**src/rtl/stopwatch_pkg.sv**
```systemverilog
// Shared state encodings and default timing constants for the stopwatch controller.
package stopwatch_pkg;

    localparam logic [1:0] ST_STOP  = 2'b00;
    localparam logic [1:0] ST_RUN   = 2'b01;
    localparam logic [1:0] ST_CLEAR = 2'b10;

    // 100 Hz count rate and 10 ms debounce window at a 100 MHz clk.
    localparam int TICK_DIV_100HZ = 1_000_000;
    localparam int DB_CYCLES_10MS = 1_000_000;

endpackage

```
**src/rtl/btn_edge_detect.sv**
```systemverilog
// Button front end: 2-FF synchronizer, optional debounce filter, rising-edge event.
// Build option: define STOPWATCH_DEBOUNCE_EN to insert the DB_CYCLES stability filter.
module btn_edge_detect #(
    parameter int DB_CYCLES = 1_000_000
) (
    input  logic clk,
    input  logic reset,
    input  logic i_btn,
    output logic o_event
);

    if (DB_CYCLES < 1) begin : g_bad_db_cycles
        $error("btn_edge_detect: DB_CYCLES must be >= 1");
    end

    logic sync1;
    logic sync2;
    logic level;
    logic level_q;

    always_ff @(posedge clk or negedge reset) begin
        if (!reset) begin
            sync1 <= 1'b0;
            sync2 <= 1'b0;
        end else begin
            sync1 <= i_btn;
            sync2 <= sync1;
        end
    end

`ifdef STOPWATCH_DEBOUNCE_EN
    localparam int CW = $clog2(DB_CYCLES + 1);

    logic [CW-1:0] stable_cnt;
    logic          filt;

    // Filtered level follows sync2 only after DB_CYCLES consecutive disagreeing cycles.
    always_ff @(posedge clk or negedge reset) begin
        if (!reset) begin
            stable_cnt <= '0;
            filt       <= 1'b0;
        end else if (sync2 != filt) begin
            if (stable_cnt == CW'(DB_CYCLES - 1)) begin
                filt       <= sync2;
                stable_cnt <= '0;
            end else begin
                stable_cnt <= stable_cnt + CW'(1);
            end
        end else begin
            stable_cnt <= '0;
        end
    end

    assign level = filt;
`else
    assign level = sync2;
`endif

    always_ff @(posedge clk or negedge reset) begin
        if (!reset) begin
            level_q <= 1'b0;
        end else begin
            level_q <= level;
        end
    end

    assign o_event = level & ~level_q;

endmodule

```
**src/rtl/stopwatch_ctrl.sv**
```systemverilog
// Run/stop/clear sequencer: issues a count-rate tick enable and a 1-cycle clear pulse.
// Build option: STOPWATCH_DEBOUNCE_EN enables button debouncing in btn_edge_detect.
module stopwatch_ctrl
    import stopwatch_pkg::*;
#(
    parameter int TICK_DIV  = TICK_DIV_100HZ,
    parameter int DB_CYCLES = DB_CYCLES_10MS
) (
    input  logic       clk,
    input  logic       reset,
    input  logic       btn_run_stop,
    input  logic       btn_clear,
    output logic       o_tick,
    output logic       o_run,
    output logic       o_clear,
    output logic [1:0] o_state
);

    if (TICK_DIV < 2) begin : g_bad_tick_div
        $error("stopwatch_ctrl: TICK_DIV must be >= 2");
    end

    localparam int PW = $clog2(TICK_DIV);

    logic          ev_run_stop;
    logic          ev_clear;
    logic [1:0]    state;
    logic [1:0]    state_next;
    logic [PW-1:0] presc;
    logic          wrap;

    btn_edge_detect #(.DB_CYCLES(DB_CYCLES)) u_btn_run_stop (
        .clk     (clk),
        .reset   (reset),
        .i_btn   (btn_run_stop),
        .o_event (ev_run_stop)
    );

    btn_edge_detect #(.DB_CYCLES(DB_CYCLES)) u_btn_clear (
        .clk     (clk),
        .reset   (reset),
        .i_btn   (btn_clear),
        .o_event (ev_clear)
    );

    // Clear beats run/stop in STOP; in RUN a clear event is dropped, never queued.
    always_comb begin
        state_next = state;
        case (state)
            ST_STOP: begin
                if (ev_clear) begin
                    state_next = ST_CLEAR;
                end else if (ev_run_stop) begin
                    state_next = ST_RUN;
                end
            end
            ST_RUN: begin
                if (ev_run_stop) begin
                    state_next = ST_STOP;
                end
            end
            ST_CLEAR: state_next = ST_STOP;
            default:  state_next = ST_STOP;
        endcase
    end

    always_ff @(posedge clk or negedge reset) begin
        if (!reset) begin
            state <= ST_STOP;
        end else begin
            state <= state_next;
        end
    end

    assign wrap = (state == ST_RUN) && (presc == PW'(TICK_DIV - 1));

    // Prescaler holds in STOP so a resumed run finishes the interrupted period.
    always_ff @(posedge clk or negedge reset) begin
        if (!reset) begin
            presc <= '0;
        end else begin
            case (state)
                ST_CLEAR: presc <= '0;
                ST_RUN:   presc <= wrap ? '0 : presc + PW'(1);
                default:  presc <= presc;
            endcase
        end
    end

    // o_tick and o_clear are single-cycle strobes with no ready/ack: the consumer
    // must act on every cycle they are high, and each strobe is never repeated.
    assign o_tick  = wrap;
    assign o_run   = (state == ST_RUN);
    assign o_clear = (state == ST_CLEAR);
    assign o_state = state;

endmodule

```
**config.mk**
```make
export PLATFORM = sky130hd
export DESIGN_NAME = stopwatch_ctrl
export DESIGN_NICKNAME = d
export VERILOG_FILES = /design/src/rtl/stopwatch_pkg.sv /design/src/rtl/btn_edge_detect.sv /design/src/rtl/stopwatch_ctrl.sv
export SDC_FILE = /design/constraint.sdc
export NUM_CORES = 1
export LEC_CHECK = 0
export BUFFER_PORTS_ARGS = -buffer_cell sky130_fd_sc_hd__buf_2
export CAP_MARGIN = 0
export CORE_MARGIN = 1
export CORE_UTILIZATION = 59
export DETAILED_ROUTE_END_ITERATION = 16
export PLACE_DENSITY = 0.88
export SLEW_MARGIN = 15
export SYNTH_ARGS = -nofsm -noshare
export SYNTH_HDL_FRONTEND = slang
export SYNTH_SLANG_ARGS = --single-unit
```
**constraint.sdc**
```tcl
create_clock -name clk -period 2.09 [get_ports clk]
set_clock_uncertainty 0.05 [all_clocks]
set_input_delay 0.209 -clock clk [delete_from_list [all_inputs] [get_ports clk]]
set_output_delay 0.209 -clock clk [all_outputs]
set_load 0.05 [all_outputs]
```
# Word level (Yosys, flattened, before mapping)

Cells that the tools add are included.

Add/sub/neg operators: 1
Eq/ne operators: 5
Mux-type cells: 6
Bitwise logic cells: 4
Reduce and logical (&&, ||, !) cells: 4

Operators with widths:

| kind                                                | count |
|---|---|
| case mux 20 bit (2 select lines)                    | 1 |
| adder 20 x 1 -> 20 bit, second input constant       | 1 |
| equality test 20 bit, second input constant         | 1 |
| 2-to-1 mux 20 bit                                   | 1 |
| 2-to-1 mux 2 bit                                    | 3 |
| case mux 2 bit (2 select lines)                     | 1 |
| != test 3 bit, second input constant                | 1 |
| AND 1 bit                                           | 2 |
| equality test 2 x 1 -> 1 bit, second input constant | 1 |
| equality test 2 bit, second input constant          | 1 |
| zero test 2 bit                                     | 1 |
| != test 2 x 1 -> 1 bit, second input constant       | 1 |
| NOT 1 bit                                           | 2 |
| AND reduction 2 bit                                 | 1 |
| nonzero test 2 bit                                  | 1 |
| logical AND 1 bit                                   | 1 |

Bits in registers: 28
Input port bits: 4
Output and inout bits: 5
Logic and storage cells: 28

# Longest topological paths before layout

Gate-level depths: netlist of the first run.

Word-level depth: 5
Gate-level depth with buffers: 7
Depth with buffers taken out: 6

# Hierarchy

Synthesis of the first run repeated with hierarchy kept, for this count alone.

Cells, all modules: 158
Area, all modules: 1527.7 µm²

Modules (own cells, without submodules):

| module          | instances | cells each | area each (µm²) | sequential area each (µm²) |
|---|---|---|---|---|
| stopwatch_ctrl  | 1         | 150        | 1350.0          | 550.5 |
| btn_edge_detect | 2         | 4          | 88.8            | 75.1 |

# Least setup slack after synthesis of the first run

No wires, ideal clock.

Kind: register to output
Start point: register state[0], in the netlist o_state[0]
End point: output o_tick
Arrival time: 2.718 ns
Data required time: 1.831 ns
Setup slack: -0.887 ns
Stages on the path, launching flop included: 4
Buffers on the path: 0
Cells stage by stage: dfrtp_1 > ha_1 > nand4_1 > nor3_1

Longest elaborated chain between the ends: 2

RTL lines:

| item                         | RTL line             | text |
|---|---|---|
| start: declaration           | stopwatch_ctrl.sv:27 | `logic [1:0] state;` |
| start signal: assignment     | stopwatch_ctrl.sv:71 | `state <= state_next;` |
| equality test 2 x 1 -> 1 bit | -                    |  |
| net o_run                    | stopwatch_ctrl.sv:14 | `output logic o_run,` |
| logical AND 1 bit            | stopwatch_ctrl.sv:75 | `assign wrap = (state == ST_RUN) && (presc == PW'(TICK_DIV - 1));` |
| end: declaration             | stopwatch_ctrl.sv:13 | `output logic o_tick,` |

The timed path passes the listed nets, and every way through them passes these cells.

# Worst setup path in the final report of the first run

Start point: register presc[1]
End point: register presc[6]

Longest elaborated chain between the ends: 4
Elaborated cells between the ends (all ways): 5
Classes of those cells: 1 x add/sub; 1 x eq/ne; 2 x mux; 1 x reduce/logical

RTL lines:

| item                                                                           | RTL line             | text |
|---|---|---|
| start: declaration                                                             | stopwatch_ctrl.sv:29 | `logic [PW-1:0] presc;` |
| start signal: assignment                                                       | stopwatch_ctrl.sv:84 | `ST_RUN: presc <= wrap ? '0 : presc + PW'(1);` |
| start signal: assignment                                                       | stopwatch_ctrl.sv:85 | `default: presc <= presc;` |
| parallel branches: the longest is 2 deep, another holds adder 20 x 1 -> 20 bit | -                    |  |
| 2-to-1 mux 20 bit *                                                            | stopwatch_ctrl.sv:84 |  |
| case mux 20 bit (2 select lines) *                                             | stopwatch_ctrl.sv:82 | `case (state)` |

Mark *: on every way between the ends.
A chain may end at the register's enable or synchronous reset.

==> impl_metrics.yaml, run 1 <==
run_status:
  status: "finished clean"
timing:
  max_freq_mhz: 479
  hold_ws_ns: 0.320
  setup_viol_count_final: 0
  finalCriticalPeriod_ns: 2.09
  period_share: 0.999
  slew_viol_final: 0
  hold_violations: 0
  relSlewSlack: 0.594
  fin_ws_ns: 0.00175
  worstMarginPinSlew_ns: 0.609
final_layout:
  final.fill_count: 149
  final_nets: 190
  final_cell_mix: "dfrtp_1, o21ai_0, nor2_1"
  drive_above_1_share: 0.210
  layout_commonest_cell: "dfrtp_1"
  antennaDiodeCount: 0
  syn_to_final_growth_pct: 19.7
synthesis:
  synth_edf_count: 0
  syn_area_sq_um: 1470
  async_flop_share: 1.00
  synth-main-ff-cell: "dfrtp_1"
  syn_nets: 163
  syn_area_per_cell_sq_um: 9.50
  ys_seq_elements: 28
  synth_warnings: 0
  synth_cell_types: 33
  syn_inst: 155
  ys_seq_area_frac: 0.476
global_route:
  grt_pass1_wl_mm: 4.73
  antenna_found_initial: 0
  grt_pass1_vias: 1101
  grt_max_degree: 29
  grtUsageTotal: 0.245
  gr-total-overflow: 0
setup_path:
  worstSetupStartpointType: "flip-flop"
  cp_max_fo: 7
  arrival_ns: 2.27
  cp-end-kind: "flip-flop"
  critPathRequiredTime_ns: 2.27
  path_class: "flip-flop to flip-flop"
cts:
  cts_root_buffer: "clkbuf_4"
  cts_buffer_depth: 2
  htreeDepth: 1
  cts_made_buffers: 3
  clk_pin_slew_ns: 0.14
  clock-sinks: 28
  clock_latency_ns: 0.33
  cts_tree: "done"
power:
  vdd_drop_max_mv: 0.965
  p_leak_nw: 0.871
  p_per_area_nw_per_um2: 979
floorplan:
  rows: 17
  boundaryPins: 9
  start_util: 0.647
  die_h_um: 52.0
  fp.coreArea_sq_um: 2280
  die_area_sq_um: 2700
  dieWidth_um: 52.0
route:
  ant_nets: 0
  viasPerCell: 6.03
  via_count: 1260
  drt-pass1-iter-count: 4
  drc_errors: 0
  initialDrtViolationCount: 59
  routed_wl_mm: 3.35
  routedWlPerCell_um: 16.0
placement:
  numPortBuffers: 8
  routabilityCongestion: 0.845
  dp_hpwl_mm: 2.10
  dpl_worst_slack_ns: 0.0268
min_path:
  hold_class: "flip-flop to flip-flop"
job:
  cap_violations: 0
==> routing by layer <==
layer	track usage	wire (um)	up-vias
met5	0	0	-
met4	0.122	93	0
met3	0.0351	120	10
met2	0.412	1690	38
met1	0.305	1440	604
li1	-	-	608
==> synthesized netlist by cell type, types with 2 or more instances <==
cell type,instances,area (sq um)
dfrtp_1,28,701
o21ai_0,18,90.1
nor2_1,11,41.3
a21o_1,10,75.1
inv_1,10,37.5
nand2_1,8,30.0
and3_1,7,43.8
nor3_1,7,35.0
nor4_1,6,37.5
nand3_1,5,25.0
nand4_1,5,31.3
nor2b_1,5,31.3
ha_1,4,50.1
a22o_1,3,26.3
nand2b_1,3,18.8
nor3b_1,3,22.5
a211o_1,2,17.5
and2_1,2,12.5
clkbuf_1,2,7.51
nor4b_1,2,17.5
o22ai_1,2,12.5
==> area by class of cell <==
cell class,count,area (sq um),share of cell area
Clock buffer,4,36.3,0.0206
Inverter,10,37.5,0.0213
Multi-Input combinational cell,112,744,0.422
Sequential cell,28,703,0.399
Tap cell,28,35.0,0.0199
Timing Repair Buffer,27,206,0.117
==> critical path, cell delays in order (launching register included) <==
cell,delay (ns)
dfrtp_1,0.42
ha_2,0.22
and4_4,0.22
nand2_2,0.11
o31ai_4,0.25
buf_6,0.16
buf_6,0.13
buf_2,0.17
nor3_1,0.08
a21o_1,0.18
==> kinds of logic after synthesis <==
logic type | count (synthesis) | share of synthesized area
compound gates | 38 | 0.174
xor+xnor | 1 | 0.00595
fa+ha+maj | 4 | 0.0340
buf+inv | 15 | 0.0467
flops | 28 | 0.476
mux | 1 | 0.00680
simple gates | 68 | 0.257
==> report_power, final <==
part	total (mW)	switching [mW]	internal, mW	leakage (nW)
registers	0.618	0.0369	0.581	0.372
clock network	0.262	0.155	0.107	0.0210
logic	0.845	0.555	0.290	0.478
total	1.73	0.747	0.978	0.871
==> sequential cells by signal, summed over array words and instances (netlist names) <==
signal,flops
u_btn_clear.level,1
u_btn_clear.level_q,1
u_btn_clear.sync1,1
u_btn_run_stop.sync1,1
presc,20
o_state,2
u_btn_run_stop.level_q,1
u_btn_run_stop.level,1
==> per-stage QoR <==
step / util / power, mW / std cells / instance area [sq um] / setup TNS [ns]
floorplan: - / 1.19 / 155 / 1500 / 0
global placement: 0.701 / 1.31 / 193 / 1600 / 0
detailed placement: 0.701 / 1.35 / 193 / 1600 / 0
finish: 0.775 / 1.73 / 209 / 1760 / 0
global route: 0.775 / 1.83 / 209 / 1760 / -0.188
CTS: 0.731 / 1.62 / 200 / 1660 / 0
==> final timing paths <==
kind | start | end | slack (ns) | depth (start not counted)
max in group asynchronous | reset | o_state[0]$_DFFE_PN0P_ | 1.21 | 2
max | presc[1]$_DFFE_PN0P_ | presc[6]$_DFFE_PN0P_ | 0.002 | 9
max reg2reg | presc[1]$_DFFE_PN0P_ | presc[6]$_DFFE_PN0P_ | 0.002 | 9
min | u_btn_run_stop.sync1$_DFF_PN0_ | u_btn_run_stop.level$_DFF_PN0_ | 0.32 | 0
min reg2reg | u_btn_run_stop.sync1$_DFF_PN0_ | u_btn_run_stop.level$_DFF_PN0_ | 0.32 | 0
min in group asynchronous | reset | presc[17]$_DFFE_PN0P_ | 0.35 | 2
==> repair_timing <==
action / CTS / global route
gates resized for setup: 1 / 9
pin swaps: 0 / 1
hold endpoints to repair: 30 / 0
cloned: 0 / 1
buffers inserted: 0 / 8
endpoints found under the setup margin: 1 / 15
hold buffers: 3 / 0
Power figures use the tool's default switching activity.
==> inputs of run 2 (changes only) <==
PLACE_DENSITY = 0.78   (was 0.88)
==> run 2 against run 1 <==
  * Worst setup slack better by 0.077 ns
  * Die area did not move
  * Hold slack got worse by 0.0036 ns
  * Final cell count down 1.9%
  * Maximum frequency grew 3.8%
  * First-iteration DRC count is 22% lower
  * Via count fell by 1.5%
  * Routed wire length down 6.9%
  * Combinational power decreased by 1%
  * Critical endpoint is now o_tick
  * Largest cell class unchanged
==> impl_metrics.yaml, run 2 (same netlist as run 1, synthesis figures left out) <==
run_status:
  status: "finished clean"
route:
  routedWlPerCell_um: 15.2
  drc_errors: 0
  initialDrtViolationCount: 46
  via_count: 1241
  drt-pass1-iter-count: 4
  viasPerCell: 6.05
  ant_nets: 0
  routed_wl_mm: 3.11
setup_path:
  arrival_ns: 1.75
  cp_max_fo: 4
  worstSetupStartpointType: "flip-flop"
  rrSetupSlack_ns: 0.08
  path_cells: "ha_1 > and4_4 > nand2_2 > nor3_4 > buf_6"
  r2r-start: "o_state[1]$_DFFE_PN0P_"
  reg2regPathDepth: 8
  path_class: "flip-flop to output port"
  cp-end-kind: "output port"
  cpPeakStageDelay_ns: 0.43
  critPathRequiredTime_ns: 1.83
  critPathLaunch: "presc[0]$_DFFE_PN0P_"
  crit_path_end: "o_tick"
  rr_endpoint: "presc[17]$_DFFE_PN0P_"
  cpMaxStageDelayCell: "dfrtp_1"
timing:
  max_freq_mhz: 497
  finalCriticalPeriod_ns: 2.01
  setup_viol_count_final: 0
  period_share: 0.962
  worstMarginPinSlew_ns: 0.614
  hold_violations: 0
  slew_viol_final: 0
  relSlewSlack: 0.590
power:
  p_leak_nw: 0.864
  p_per_area_nw_per_um2: 1030
  finalPower_mw: 1.81
  vdd_drop_max_mv: 0.899
global_route:
  antenna_found_initial: 0
  grt_pass1_vias: 1115
  grt_pass1_wl_mm: 4.81
  grtUsageTotal: 0.248
  grt_max_degree: 29
  gr-total-overflow: 0
final_layout:
  antennaDiodeCount: 0
  design_area_sq_um: 1760
  syn_to_final_growth_pct: 19.6
  largest_reg_flops: 20
  largest-register: "presc"
  final_nets: 186
  instances_no_fill: 205
  final_cell_mix: "dfrtp_1, o21ai_0, nor2_1"
  layout_commonest_cell: "dfrtp_1"
  drive_above_1_share: 0.209
  finish.utilization: 0.774
floorplan:
  rows: 17
  dieWidth_um: 52.0
  start_util: 0.647
  die_h_um: 52.0
  die_area_sq_um: 2700
  boundaryPins: 9
  fp.coreArea_sq_um: 2280
placement:
  routabilityCongestion: 0.781
  numPortBuffers: 8
  place_inst: 191
  placed_area_sq_um: 1580
  dp_hpwl_mm: 2.00
cts:
  htreeDepth: 1
  cts_buffer_depth: 2
  clock_latency_ns: 0.33
  clk_pin_slew_ns: 0.15
  cts_tree: "done"
  cts_made_buffers: 3
  clock-sinks: 28
  cts_root_buffer: "clkbuf_4"
min_path:
  hold_class: "flip-flop to flip-flop"
  holdPathStages: 0
job:
  cap_violations: 0
run 2: how the worst min path moves through the flow:
stage	endpoint	start	slack [ns]
floorplan	o_state[0]$_DFFE_PN0P_	reset	-0.14
global route	u_btn_run_stop.level$_DFF_PN0_	u_btn_run_stop.sync1$_DFF_PN0_	0.33
detailed placement	presc[18]$_DFFE_PN0P_	reset	0.21
CTS	u_btn_clear.level$_DFF_PN0_	u_btn_clear.sync1$_DFF_PN0_	0.32
global placement	presc[18]$_DFFE_PN0P_	reset	0.20
finish	u_btn_clear.level$_DFF_PN0_	u_btn_clear.sync1$_DFF_PN0_	0.32
run 2: layout make-up:
type / instances / area, sq um
Clock buffer: 3 / 22.5
Clock inverter: 1 / 30.0
Fill cell: 153 / 514
Inverter: 10 / 37.5
Multi-Input combinational cell: 112 / 756
Sequential cell: 28 / 703
Tap cell: 28 / 35.0
Timing Repair Buffer: 23 / 178
run 2: layer usage:
layer	share of wire	vias up	global-route usage	routed length (um)
li1	-	605	-	-
met1	0.47	601	0.333	1460
met2	0.48	29	0.395	1500
met3	0.032	6	0.0380	100
met4	0.017	0	0.108	54
met5	0	-	0	0
run 2: what timing repair did:
item | in CTS | in global routing
buffers inserted | 0 | 5
hold endpoints to repair | 30 | 0
pin swaps | 0 | 6
hold buffers | 3 | 0
resized for setup | 1 | 13
gates cloned | 0 | 2
setup endpoints to repair | 1 | 16
run 2: where the power goes:
group,leakage (nW),total [mW],internal (mW),switching [mW]
Combinational,0.464,0.834,0.295,0.539
Clock,0.0279,0.358,0.194,0.164
Sequential,0.372,0.617,0.581,0.0355
run 2: through the flow:
step,worst slack [ns],hold WS (ns),TNS [ns]
final,0.0791,0.317,0
after global routing,-0.00329,0.329,-0.00329
after CTS,0.0422,0.321,0
after detailed placement,0.0839,0.210,0
after global placement,0.125,0.199,0
after floorplan,0.0208,-0.137,0
run 2: critical path: cells and delay by family, from the launching register on:
family        cells  cell delay [ns]
simple gates      3             0.57
flops             1             0.43
buf+inv           1             0.18
fa+ha+maj         1             0.23
